File: config.mk
export PLATFORM = sky130hd
export DESIGN_NAME = ai_i2s_bit_deserializer
export DESIGN_NICKNAME = d
export VERILOG_FILES = /design/src/rtl/ai_i2s_bit_deserializer.sv
export SDC_FILE = /design/constraint.sdc
export NUM_CORES = 1
export LEC_CHECK = 0
export ABC_AREA = 1
export CORE_ASPECT_RATIO = 0.8
export CORE_MARGIN = 5
export CORE_UTILIZATION = 60
export CTS_CLUSTER_SIZE = 10
export DETAILED_ROUTE_END_ITERATION = 12
export MAX_ROUTING_LAYER = met4
export PLACE_DENSITY = 0.85
export SYNTH_ARGS = -nofsm -noshare
export SYNTH_HDL_FRONTEND = slang
export SYNTH_SLANG_ARGS = --single-unit
File: constraint.sdc
create_clock -name clk -period 5.4 [get_ports clk]
set_clock_uncertainty 0.15 [all_clocks]
set_input_delay 1.62 -clock clk [delete_from_list [all_inputs] [get_ports clk]]
set_output_delay 1.62 -clock clk [all_outputs]
set_load 0.005 [all_outputs]
File: src/rtl/ai_i2s_bit_deserializer.sv
// ---------------------------------------------------------------------------
// ai_i2s_bit_deserializer
//
// Receive-side I2S bit deserializer. On every bit-clock strobe it samples the
// serial data line and the word-select line, finds channel boundaries from WS
// transitions (honouring the one-bit I2S delay), assembles MSB-first words of
// a programmable length and presents each finished word, with its channel
// tag, in a valid/ready output register.
//
// Ports:
//   clk        system clock, all logic on its rising edge
//   rst_n      asynchronous active-low reset
//   enable     block enable; low clears the block back to IDLE synchronously
//   clk_en     one-cycle sample strobe, one per SCK rising edge
//   ws_in      word select (0 = left, 1 = right), synchronous to clk
//   sd_in      serial data, synchronous to clk
//   num_bits   word length 1..DATA_WIDTH (larger clamps, 0 = no capture)
//   rx_data    received word, MSB-aligned, unused LSBs zero
//   rx_right   channel tag of rx_data (1 = right)
//   rx_valid   rx_data/rx_right hold an unconsumed word
//   rx_ready   consumer takes the word this cycle when rx_valid is high
//   busy       high while a word is being assembled
//   overrun    one-cycle pulse: a finished word was dropped, output was full
//   short_err  one-cycle pulse: WS edge arrived before the word was complete
// ---------------------------------------------------------------------------
module ai_i2s_bit_deserializer #(
  parameter int DATA_WIDTH = 32
) (
  input  logic                  clk,
  input  logic                  rst_n,
  input  logic                  enable,
  input  logic                  clk_en,
  input  logic                  ws_in,
  input  logic                  sd_in,
  input  logic [5:0]            num_bits,
  output logic [DATA_WIDTH-1:0] rx_data,
  output logic                  rx_right,
  output logic                  rx_valid,
  input  logic                  rx_ready,
  output logic                  busy,
  output logic                  overrun,
  output logic                  short_err
);

  typedef enum logic [1:0] {
    IDLE,
    SYNC,
    SHIFT,
    HOLD
  } state_t;

  localparam logic [5:0] NB_MAX = 6'(DATA_WIDTH);

  state_t                state;
  logic [DATA_WIDTH-1:0] sreg;
  logic [DATA_WIDTH-1:0] sreg_shifted;
  logic [5:0]            cnt;
  logic [5:0]            cnt_inc;
  logic [5:0]            nb_lat;
  logic [5:0]            nb_clamped;
  logic                  chan;
  logic                  ws_prev;
  logic                  ws_prev_valid;
  logic                  ws_edge;
  logic                  can_load;

  // Per-strobe helper values: the shift register with this strobe's bit
  // written at the current MSB-first position, the incremented bit count,
  // the clamped word length and the WS edge detect. The output register can
  // take a new word if it is empty or being consumed in the same cycle.
  always_comb begin
    sreg_shifted = sreg;
    for (int i = 0; i < DATA_WIDTH; i++) begin
      if (i == DATA_WIDTH - 1 - int'(cnt)) begin
        sreg_shifted[i] = sd_in;
      end
    end
    cnt_inc    = cnt + 6'd1;
    nb_clamped = (num_bits > NB_MAX) ? NB_MAX : num_bits;
    ws_edge    = ws_prev_valid && (ws_in != ws_prev);
    can_load   = !rx_valid || rx_ready;
  end

  // Main state machine. Within one strobe the shift and completion are
  // evaluated first and a WS edge is evaluated last, so that with a slot as
  // long as the word the previous word completes on the very strobe that
  // starts the next one (the edge strobe carries the previous LSB).
  always_ff @(posedge clk or negedge rst_n) begin
    if (!rst_n) begin
      state         <= IDLE;
      sreg          <= '0;
      cnt           <= '0;
      nb_lat        <= '0;
      chan          <= 1'b0;
      ws_prev       <= 1'b0;
      ws_prev_valid <= 1'b0;
      rx_data       <= '0;
      rx_right      <= 1'b0;
      rx_valid      <= 1'b0;
      overrun       <= 1'b0;
      short_err     <= 1'b0;
    end else if (!enable) begin
      // Disabling discards any pending word and forgets the WS history so
      // that re-enabling cannot see a false edge.
      state         <= IDLE;
      sreg          <= '0;
      cnt           <= '0;
      ws_prev_valid <= 1'b0;
      rx_valid      <= 1'b0;
      overrun       <= 1'b0;
      short_err     <= 1'b0;
    end else begin
      overrun   <= 1'b0;
      short_err <= 1'b0;
      if (rx_valid && rx_ready) begin
        rx_valid <= 1'b0;
      end
      if (state == IDLE) begin
        state <= SYNC;
      end else if (clk_en) begin
        ws_prev       <= ws_in;
        ws_prev_valid <= 1'b1;
        if (state == SHIFT) begin
          sreg <= sreg_shifted;
          cnt  <= cnt_inc;
          if (cnt_inc == nb_lat) begin
            state <= HOLD;
            if (can_load) begin
              rx_data  <= sreg_shifted;
              rx_right <= chan;
              rx_valid <= 1'b1;
            end else begin
              overrun <= 1'b1;
            end
          end
        end
        if (ws_edge) begin
          if ((state == SHIFT) && (cnt_inc < nb_lat)) begin
            short_err <= 1'b1;
          end
          sreg   <= '0;
          cnt    <= '0;
          chan   <= ws_in;
          nb_lat <= nb_clamped;
          state  <= (nb_clamped == 6'd0) ? HOLD : SHIFT;
        end
      end
    end
  end

  // busy is decoded straight from the state register, so it carries no
  // combinational path from the inputs.
  assign busy = (state == SHIFT);

endmodule
After elaboration in Yosys (flattened, before gate mapping)
Index checks and enable logic that the tools add are counted.

Register bits after elaboration: 85. Output and inout port bits: 37. Input bits: 13. Logic and storage cells: 142.

Equality and inequality tests: 40. Add/sub/neg operators: 2. Bitwise operators: 1. Magnitude comparators: 2. Reductions and logical operators: 14. Multiplexer cells: 71.

Operators by type and width (number): $mux 32 (5); $eq 6x7->1 const A (16); $eq 5x7->1 const A (8); $mux 1 (54); $mux 6 (6); $logic_not 32->1 (1); $eq 4x7->1 const A (4); $eq 3x7->1 const A (2); $mux 2 (6); $reduce_and 3->1 (3); $ne 4x1->1 const B (2); $eq 2x7->1 const A (1); $sub 5x6->7 const A (1); $add 6x1->6 const B (1); $eq 6x6->1 (1); $gt 6x6->1 const B (1); $logic_not 6->1 (1); $lt 6x6->1 (1); $ne 3x1->1 const B (2); $reduce_and 6->1 (1); $reduce_and 4->1 (1); $logic_and 1x1->1 (3); $eq 2x2->1 const B (1); $logic_not 2->1 (1); other kinds (7) (7).

Logic depth before layout (Yosys ltp)
Gate-level depths: netlist of the first run.

Depth in word-level cells: 8. Mapped depth: 15. Depth with buffers taken out: 14.

Worst setup path after synthesis of the first run
No wires, ideal clock.

Path type: input -> register. Start: input clk_en. End: register sreg[21]. Setup time: 118 ps. Required time: 5132 ps. Stages on the path: 7. Path slack: 2653 ps. Path buffers: 2. Arrival: 2479 ps. Cells stage by stage: inv_1 o21ai_0 o21ai_2 buf_4 buf_4 nand2_1 nand2_1.

Word-level cells in the longest chain between the ends: 2.

RTL lines: start: declaration (RTL line 32) `input logic clk_en,`; $ne 2x1->1 (no source line); $reduce_and 3->1 (no source line); end signal: assignment (RTL line 124) `sreg <= sreg_shifted;`; end: declaration (RTL line 55) `logic [DATA_WIDTH-1:0] sreg;`.

No other way between the ends. A chain may end at the register's enable or synchronous reset.

Worst setup path in the final report of the first run
Start: input enable. End: register rx_data[4].

Word-level cells in the longest chain between the ends: 1.

RTL lines: start: declaration (RTL line 31) `input logic enable,`; $reduce_and 6->1 (no source line); end signal: assignment (RTL line 129) `rx_data <= sreg_shifted;`; end: declaration (RTL line 36) `output logic [DATA_WIDTH-1:0] rx_data,`.

No other way between the ends.

==> results of run 1 <==
## final cells by class
type                            instances  area, sq um  area share (%)
Clock buffer                           10          138            2.83
Clock inverter                          6         46.3           0.953
Inverter                               33          124            2.55
Multi-Input combinational cell        392         1830            37.6
Sequential cell                        85         2130            43.8
Tap cell                               87          109            2.24
Timing Repair Buffer                   49          488            10.0
## cells in the mapped netlist (all sizes together), types with 6 or more instances
master | count | area (sq um)
a21oi | 9 | 45.0
buf | 17 | 114
clkbuf | 6 | 25.0
dfrtp | 85 | 2130
ha | 10 | 125
inv | 32 | 120
nand2 | 216 | 818
nand3 | 49 | 250
nor2 | 35 | 173
o21ai | 64 | 324
## worst max path at each step
| stage | to | slack, ns | cells past startpoint |
|---|---|---|---|
| 6_report | rx_data[4]$_DFFE_PN0P_ | 1.73 | 7 |
| 5_1_grt | rx_data[4]$_DFFE_PN0P_ | 1.49 | 11 |
| 4_1_cts | rx_data[4]$_DFFE_PN0P_ | 1.74 | 7 |
| 3_5_place_dp | rx_data[4]$_DFFE_PN0P_ | 1.36 | 7 |
| 2_1_floorplan | sreg[21]$_DFFE_PN0P_ | 2.65 | 7 |
| 3_3_place_gp | rx_data[1]$_DFFE_PN0P_ | 1.52 | 7 |
## worst min-delay path, cell delays in order (launching register included)
cell     delay [ns]
dfrtp_1        0.35
nand2_1        0.05
nand2_1        0.05
## state kept, by name (all words and copies together) (netlist names)
| name | flops |
|---|---|
| rx_data | 32 |
| sreg | 32 |
| cnt | 6 |
| nb_lat | 6 |
| state | 2 |
| chan | 1 |
| overrun | 1 |
| rx_right | 1 |
| rx_valid | 1 |
| short_err | 1 |
| ws_prev | 1 |
| ws_prev_valid | 1 |
## metrics by stage
step                total power, W  util (%)  setup slack [ns]
detailed placement        0.000938      68.2              1.36
finish                     0.00135      70.8              1.73
global placement          0.000924      68.2              1.52
global route               0.00143      70.8              1.49
floorplan                 0.000869         -              2.65
CTS                        0.00136      70.8              1.74
## power breakdown
| group | internal (W) | switching, W | leakage (nW) |
|---|---|---|---|
| Sequential | 0.000686 | 0.0000251 | 1.16 |
| Combinational | 0.0000670 | 0.000150 | 1.14 |
| Clock | 0.000183 | 0.000243 | 0.0893 |
| Total | 0.000936 | 0.000418 | 2.39 |
## metal layers
| layer | GRT usage (%) | vias up |
|---|---|---|
| met5 | - | - |
| met1 | 31.9 | 1725 |
| met4 | 6.44 | 0 |
| li1 | - | 1778 |
| met2 | 36.2 | 126 |
| met3 | 5.55 | 20 |
## kinds of logic (layout without fill, tap and decap cells)
family / count (synthesis) / count (layout) / share of synthesized area [%]
AND/OR/NAND/NOR: 305 / 305 / 30.6
flip-flops: 85 / 85 / 50.5
AO/OA/AOI/OAI: 74 / 74 / 8.95
buffers and inverters: 56 / 98 / 6.24
adder cells (fa/ha/maj): 10 / 10 / 2.97
XOR/XNOR: 2 / 2 / 0.416
multiplexers: 1 / 1 / 0.238
==> reports/results.tsv, run 1 <==
metric	value	unit
Yosys reg bits	85	
total negative setup slack	0	ns
initial antenna violation count	0	
hold path start	rx_data[19]$_DFFE_PN0P_	
Initial Utilization	61.4	%
Hold Path Depth	2	
setup bufs post-CTS	0	
EDFF count, synth	0	
CTS Root Cell	clkbuf_8	
share of cells above drive strength 1	5.57	%
worst hold slack	0.333	ns
DR pass1 iterations	5	
critical path fanouts, max	45	
global-route wire length before repair	16700	um
yosys warns	0	
Post-Place Cell Area	4670	sq um
highest clock rate	273	MHz
Antenna diodes	0	
Buffers & Inverters on Critical Path	3	
CP peak stage delay	0.58	ns
cell repeated most along the worst path	nand2_1	
drt initial violations	227	
Primary FF master, synth	dfrtp_1	
reg2reg end	rx_data[4]$_DFFE_PN0P_	
crit-path cells	clkdlybuf4s50_1 > inv_1 > nor2_2 > nand4_4 > inv_2 > nand2_1 > nand2_1	
Die X	104	um
wl on met1	4480	um
ANT nets after route	0	
run status	complete, no violations	
Boundary Pins	50	
DR top layer	met4	
crit share post-route	68.0	%
H-tree levels	3	
Setup crit start	enable	
Layout Cells excl Fill	662	
DRC Markers	0	
Final Cell Area	4860	sq um
Mapped Area	4210	sq um
P&R area growth vs syn	15.4	%
critical path required time	5.56	ns
critical path's top delay family	buffers and inverters	
post-CTS resize count	0	
Syn Nets	556	
Clock Path Buffers	2	
crit path kind	in2reg	
pin count of the biggest net entering global routing	86	
CP max stage cell	clkdlybuf4s50_1	
via count	3649	
slew margin rel.	29.2	%
hold worst-path end	rx_data[19]$_DFFE_PN0P_	
clk slew on worst S/H paths	0.09	ns
placed cells	646	
Final Max Tran Viols	0	
routed len/inst	14.6	um
vias in the first global route	3611	
die area	8800	sq um
CTS tree	yes	
endpoints failing setup	0	
IO buf count	49	
die height	84.9	um
Leak	2.39	nW
grt total ovfl	0	
most frequent cells in the layout	nand2_1 (215), dfrtp_1 (85), nand3_1 (48), clkdlybuf4s50_1 (48), o21ai_0 (41)	
PD cells	279	nW/um^2
Critical Path AT	3.83	ns
met3 routed WL	559	um
TritonCTS buffer count	9	
RD Place Congestion	0.867	
GRT Overall Usage	23.7	%
min Tclk post-route	3.67	ns
Post-synth ARST share	100	%
row count	27	
fin nets	593	
Worst setup EP type	flip-flop	
Setup crit start kind	input port	
VDD IR max	0.199	mV
Placeable Area	6860	sq um
R2R cell count	11	
Max Cap Viol	0	
detailed-route wire length	9660	um
synthesized instance count	533	
RSZ-0062 raised after global routing	no	
Least-Margin Pin Slew	1.06	ns
hold_buf cts	0	
commonest non-fill, non-tap cell in the layout	nand2_1	
final-report hold violation count	0	
fill cell count	524	
Clock Latency Late Sink	0.37	ns
r2r startpoint	cnt[0]$_DFFE_PN0P_	
routed wl met2	4470	um
DP Wirelength	6430	um
Seq/Total Area, Yosys	50.5	%
synthesized area per cell	7.90	sq um
Hold Path Class	reg2reg	
FF-to-FF setup slack	1.78	ns
Netlist cell types	31	
# clock sinks	85	
via/cell ratio	5.51	
Note: power is estimated with default switching activity, not from simulation.
==> run 2: changes to the inputs <==
Settings changed: CORE_UTILIZATION 60 to 56, PLACE_DENSITY 0.85 to 0.8.
Clock period 5.4 ns to 3.4 ns, I/O delays scaled along.
==> reports/results.tsv, run 2 (synthesis results as in run 1) <==
metric	value	unit	change
fin nets	601		was 593
initial antenna violation count	0		unchanged
die height	87.5	um	was 84.9 um
crit-path cells	ha_1 > nand2_1 > nor2_1 > xor2_1 > ha_1 > nand2_1 > nor3_2 > nand4_4 > inv_2 > nand2_1 > nand2_1		was clkdlybuf4s50_1 > inv_1 > nor2_2 > nand4_4 > inv_2 > nand2_1 > nand2_1
CTS tree	yes		unchanged
Hold Path Class	reg2reg		unchanged
Die X	107	um	was 104 um
final core occ	67.4	%	was 70.8%
Antenna diodes	0		unchanged
FF-to-FF setup slack	0.52	ns	was 1.78 ns
pin count of the biggest net entering global routing	50		was 86
Leak	2.45	nW	was 2.39 nW
Least-Margin Pin Slew	0.652	ns	was 1.06 ns
Hold Path Depth	2		unchanged
Initial Utilization	57.2	%	was 61.4%
crit path kind	reg2reg		was in2reg
hold_buf cts	0		unchanged
CP max stage cell	dfrtp_1		was clkdlybuf4s50_1
commonest non-fill, non-tap cell in the layout	nand2_1		unchanged
ANT nets after route	0		unchanged
reg2reg end	rx_data[24]$_DFFE_PN0P_		was rx_data[4]$_DFFE_PN0P_
drt initial violations	222		was 227
routed len/inst	14.0	um	was 14.6 um
Post-Place Worst Slack	0.499	ns	was 1.36 ns
Final Max Tran Viols	0		unchanged
cell repeated most along the worst path	nand2_1		unchanged
Multi-input gate area	1820	sq um	was 1830 sq um
Setup crit start	cnt[1]$_DFFE_PN0P_		was enable
Worst setup EP type	flip-flop		unchanged
final-report hold violation count	0		unchanged
total negative setup slack	0	ns	unchanged
fill cell count	652		was 524
VDD IR max	0.363	mV	was 0.199 mV
CTS Root Cell	clkbuf_8		unchanged
Boundary Pins	50		unchanged
Reg area	2130	sq um	unchanged
RSZ-0062 raised after global routing	no		unchanged
vias in the first global route	3540		was 3611
H-tree levels	3		unchanged
critical path fanouts, max	22		was 45
Clock Latency Late Sink	0.35	ns	was 0.37 ns
highest clock rate	347	MHz	
grt total ovfl	0		unchanged
min Tclk post-route	2.88	ns	
most frequent cells in the layout	nand2_1 (215), dfrtp_1 (85), nand3_1 (48), clkdlybuf4s50_1 (48), o21ai_0 (41)		unchanged
setup bufs post-CTS	0		unchanged
# clock sinks	85		unchanged
endpoints failing setup	0		unchanged
r2r startpoint	cnt[1]$_DFFE_PN0P_		was cnt[0]$_DFFE_PN0P_
row count	28		was 27
Clock Path Buffers	2		unchanged
post-CTS resize count	0		unchanged
critical path required time	3.54	ns	was 5.56 ns
Regs by FF count	rx_data x32, sreg x32		unchanged
via/cell ratio	5.38		was 5.51
share of cells above drive strength 1	6.52	%	was 5.57%
PD cells	456	nW/um^2	was 279 nW/um^2
slew margin rel.	56.5	%	was 29.2%
global-route wire length before repair	16500	um	was 16700 um
DRC Markers	0		unchanged
Max Cap Viol	0		unchanged
Layout Cells excl Fill	673		was 662
run status	complete, no violations		unchanged
GRT Overall Usage	22.6	%	was 23.7%
via count	3622		was 3649
detailed-route wire length	9440	um	was 9660 um
TritonCTS buffer count	9		unchanged
P&R area growth vs syn	17.8	%	was 15.4%
DR pass1 iterations	5		unchanged
Setup crit start kind	flip-flop		was input port
CP peak stage delay	0.46	ns	was 0.58 ns
RD Place Congestion	0.915		was 0.867
Critical Path AT	3.02	ns	was 3.83 ns
placed cells	657		was 646
DP Wirelength	6490	um	was 6430 um
clk slew on worst S/H paths	0.08	ns	was 0.09 ns
crit share post-route	84.6	%	
IO buf count	49		unchanged
R2R cell count	11		unchanged
Final WS setup	0.522	ns	was 1.73 ns
Worst Setup EP	rx_data[24]$_DFFE_PN0P_		was rx_data[4]$_DFFE_PN0P_
die area	9360	sq um	was 8800 sq um
Placeable Area	7360	sq um	was 6860 sq um
## run 2: changes by cell type in the layout (fill, tap and decap cells not counted), moves of 2 or more
cell | previous run | this run
bufinv_16 | 0 | 2
buf_4 | 1 | 8
clkinvlp_4 | 2 | 0
clkbuf_1 | 0 | 2
## run 2: worst min path at each step
stage / from / slack, ns / endpoint
final: rx_data[20]$_DFFE_PN0P_ / 0.33 / rx_data[20]$_DFFE_PN0P_
after global routing: sreg[19]$_DFFE_PN0P_ / 0.36 / sreg[19]$_DFFE_PN0P_
after CTS: rx_data[27]$_DFFE_PN0P_ / 0.34 / rx_data[27]$_DFFE_PN0P_
after detailed placement: rx_data[20]$_DFFE_PN0P_ / 0.31 / rx_data[20]$_DFFE_PN0P_
after global placement: sreg[4]$_DFFE_PN0P_ / 0.31 / sreg[4]$_DFFE_PN0P_
after floorplan: chan$_DFFE_PN0P_ / 0.29 / rx_right$_DFFE_PN0P_
## run 2: final cells by class
class                      instances  area share (%)
timing repair buffer              57            11.3
multi-input combinational        392            36.7
tap                               90            2.27
inverter                          33            2.50
clock inverter                     5            1.67
clock buffer                      11            2.65
sequential                        85            42.9
## run 2: critical path, delay by kind of cell (launching register included)
family,cells,cell delay [ns]
and+or+nand+nor,7,1.06
DFF,1,0.46
buffers and inverters,1,0.32
xor gates and xnor gates,1,0.15
adders and majority gates,2,0.66
## run 2: per-stage QoR
stage / power (W) / hold slack, ns / instance area (sq um)
global route: 0.00237 / 0.359 / 4960
detailed placement: 0.00149 / 0.314 / 4740
CTS: 0.00227 / 0.336 / 4960
finish: 0.00226 / 0.331 / 4960
global placement: 0.00147 / 0.308 / 4740
floorplan: 0.00138 / 0.292 / 4210
## run 2: routing by layer
layer | vias to the layer above | global-route usage (%) | wire length (um)
met3 | 14 | 4.13 | 455
met1 | 1712 | 30.8 | 4480
met2 | 102 | 35.2 | 4390
met4 | 0 | 6.16 | 119
met5 | - | - | 0
li1 | 1794 | - | -
## run 2: power by group
part	internal, W	switching, W
clock network	0.000417	0.000366
logic	0.000114	0.000234
registers	0.00109	0.0000389
==> run 3: changes to the inputs <==
Clock period 3.4 ns to 2.95 ns, I/O delays scaled along.
==> reports/results.tsv, run 3 (synthesis results as in run 1) <==
metric	value	unit	change
FF-to-FF setup slack	0.26	ns	was 0.52 ns
endpoints failing setup	0		unchanged
die area	9360	sq um	unchanged
DRC Markers	0		unchanged
critical path required time	3.06	ns	was 3.54 ns
reg2reg end	rx_data[4]$_DFFE_PN0P_		was rx_data[24]$_DFFE_PN0P_
met2 Usage GRT	38.6	%	was 35.2%
grt total ovfl	0		unchanged
Hold Path Class	reg2reg		unchanged
crit share post-route	91.3	%	was 84.6%
critical path's top delay family	simple AND/OR/NAND/NOR gates		unchanged
critical path fanouts, max	30		was 22
row count	28		unchanged
VDD IR max	0.511	mV	was 0.363 mV
DR pass1 iterations	5		unchanged
min Tclk post-route	2.69	ns	was 2.88 ns
hold path start	rx_data[15]$_DFFE_PN0P_		was rx_data[20]$_DFFE_PN0P_
Antenna diodes	0		unchanged
Max Cap Viol	0		unchanged
RSZ-0062 raised after global routing	no		unchanged
most frequent cells in the layout	nand2_1 (215), dfrtp_1 (85), nand3_1 (48), clkdlybuf4s50_1 (48), o21ai_0 (41)		unchanged
global-route wire length before repair	17000	um	was 16500 um
routed len/inst	14.5	um	was 14.0 um
total negative setup slack	0	ns	unchanged
Initial Utilization	57.2	%	unchanged
# clock sinks	85		unchanged
setup bufs post-CTS	0		unchanged
CTS Root Cell	clkbuf_8		unchanged
Leak	2.47	nW	was 2.45 nW
post-CTS resize count	0		unchanged
Worst setup EP type	flip-flop		unchanged
DP Wirelength	6730	um	was 6490 um
fill cell count	646		was 652
GRT Overall Usage	23.3	%	was 22.6%
H-tree levels	3		unchanged
hold worst-path end	rx_data[15]$_DFFE_PN0P_		was rx_data[20]$_DFFE_PN0P_
final-report hold violation count	0		unchanged
CP peak stage delay	0.45	ns	was 0.46 ns
P&R area growth vs syn	18.6	%	was 17.8%
run status	complete, no violations		unchanged
pin count of the biggest net entering global routing	47		was 50
Clock Path Buffers	2		unchanged
fin nets	604		was 601
drt initial violations	220		was 222
ANT nets after route	0		unchanged
Clock Latency Late Sink	0.36	ns	was 0.35 ns
Die X	107	um	unchanged
Least-Margin Pin Slew	0.698	ns	was 0.652 ns
Buffers & Inverters on Critical Path	1		unchanged
crit-path cells	ha_1 > nand2_1 > nor2_1 > xor2_1 > ha_1 > nand2_1 > nor3_2 > nand4_4 > buf_4 > nand2_1 > nand2_1		was ha_1 > nand2_1 > nor2_1 > xor2_1 > ha_1 > nand2_1 > nor3_2 > nand4_4 > inv_2 > nand2_1 > nand2_1
CTS tree	yes		unchanged
met1 Usage GRT	29.9	%	was 30.8%
detailed-route wire length	9770	um	was 9440 um
CP max stage cell	dfrtp_1		unchanged
vias in the first global route	3620		was 3540
Final Max Tran Viols	0		unchanged
slew margin rel.	53.4	%	was 56.5%
R2R cell count	11		unchanged
Top Usage Layer GRT	met2		unchanged
Boundary Pins	50		unchanged
cell repeated most along the worst path	nand2_1		unchanged
Hold Path Depth	2		unchanged
TritonCTS buffer count	9		unchanged
commonest non-fill, non-tap cell in the layout	nand2_1		unchanged
Final WS setup	0.256	ns	was 0.522 ns
Placeable Area	7360	sq um	unchanged
via count	3634		was 3622
RD Place Congestion	0.891		was 0.915
highest clock rate	371	MHz	was 347 MHz
initial antenna violation count	0		unchanged
Post-Place Worst Slack	0.152	ns	was 0.499 ns
Regs by FF count	rx_data x32, sreg x32		unchanged
via/cell ratio	5.39		was 5.38
clk slew on worst S/H paths	0.08	ns	about the same
GR Util met3	4.94	%	was 4.13%
IO buf count	49		unchanged
hold_buf cts	0		unchanged
crit path kind	reg2reg		unchanged
Setup crit start kind	flip-flop		unchanged
share of cells above drive strength 1	6.85	%	was 6.52%
Critical Path AT	2.80	ns	was 3.02 ns
PD cells	521	nW/um^2	was 456 nW/um^2
die height	87.5	um	unchanged
r2r startpoint	cnt[1]$_DFFE_PN0P_		unchanged
==> run 3: cell count changes in the layout (fill, tap and decap cells not counted) <==
cell	previous run	this run
buf_4	8	9
inv_2	3	2
clkinv_4	1	0
buf_12	1	3
clkinv_2	1	2
clkbuf_1	2	1
==> run 3: routing by layer <==
metal  vias up  wire (um)  share of wire, %
met4         0         97              0.99
met1      1711       4380                45
met3        12        569               5.8
li1       1799          -                 -
met5         -          0                 0
met2       112       4730                48
==> run 3: per-stage QoR <==
stage	cell area, sq um	utilization (%)	std cells	hold slack [ns]	total power (W)
6_report	4990	67.9	674	0.329	0.00260
5_1_grt	4990	67.9	674	0.356	0.00273
3_5_place_dp	4790	65.1	660	0.314	0.00173
4_1_cts	4990	67.9	674	0.336	0.00261
3_3_place_gp	4790	65.1	660	0.309	0.00172
2_1_floorplan	4210	-	533	0.292	0.00159
==> run 3: worst register-to-register path, delay by kind of cell (launching register included) <==
family / cells / cell delay, ns
AND/OR/NAND/NOR: 7 / 1.06
flip-flops: 1 / 0.45
adder cells (fa/ha/maj): 2 / 0.51
XOR/XNOR: 1 / 0.16
buffers and inverters: 1 / 0.26
==> run 3: worst max-delay path by stage <==
stage                     slack, ns                 endpoint               start  cells after the start
after floorplan                0.57  rx_data[12]$_DFFE_PN0P_  cnt[0]$_DFFE_PN0P_                     12
after global placement         0.19     sreg[13]$_DFFE_PN0P_              clk_en                      5
after detailed placement       0.15     sreg[16]$_DFFE_PN0P_              clk_en                      5
after CTS                      0.19  rx_data[10]$_DFFE_PN0P_  cnt[0]$_DFFE_PN0P_                     11
after global routing           0.02  rx_data[11]$_DFFE_PN0P_  cnt[0]$_DFFE_PN0P_                     11
final                          0.26   rx_data[4]$_DFFE_PN0P_  cnt[1]$_DFFE_PN0P_                     11
==> run 3: area by class of cell <==
| type | count | area, sq um | share of cell area (%) |
|---|---|---|---|
| Tap cell | 90 | 113 | 2.26 |
| Multi-Input combinational cell | 392 | 1820 | 36.4 |
| Sequential cell | 85 | 2130 | 42.6 |
| Timing Repair Buffer | 60 | 608 | 12.2 |
| Clock inverter | 4 | 73.8 | 1.48 |
| Inverter | 33 | 125 | 2.51 |
| Clock buffer | 10 | 128 | 2.56 |
==> run 3: report_power, final <==
| part | leakage, nW | internal, W | switching (W) |
|---|---|---|---|
| clock | 0.103 | 0.000470 | 0.000413 |
| sequential | 1.16 | 0.00126 | 0.0000455 |
| combinational | 1.20 | 0.000145 | 0.000271 |
| total | 2.47 | 0.00187 | 0.000730 |
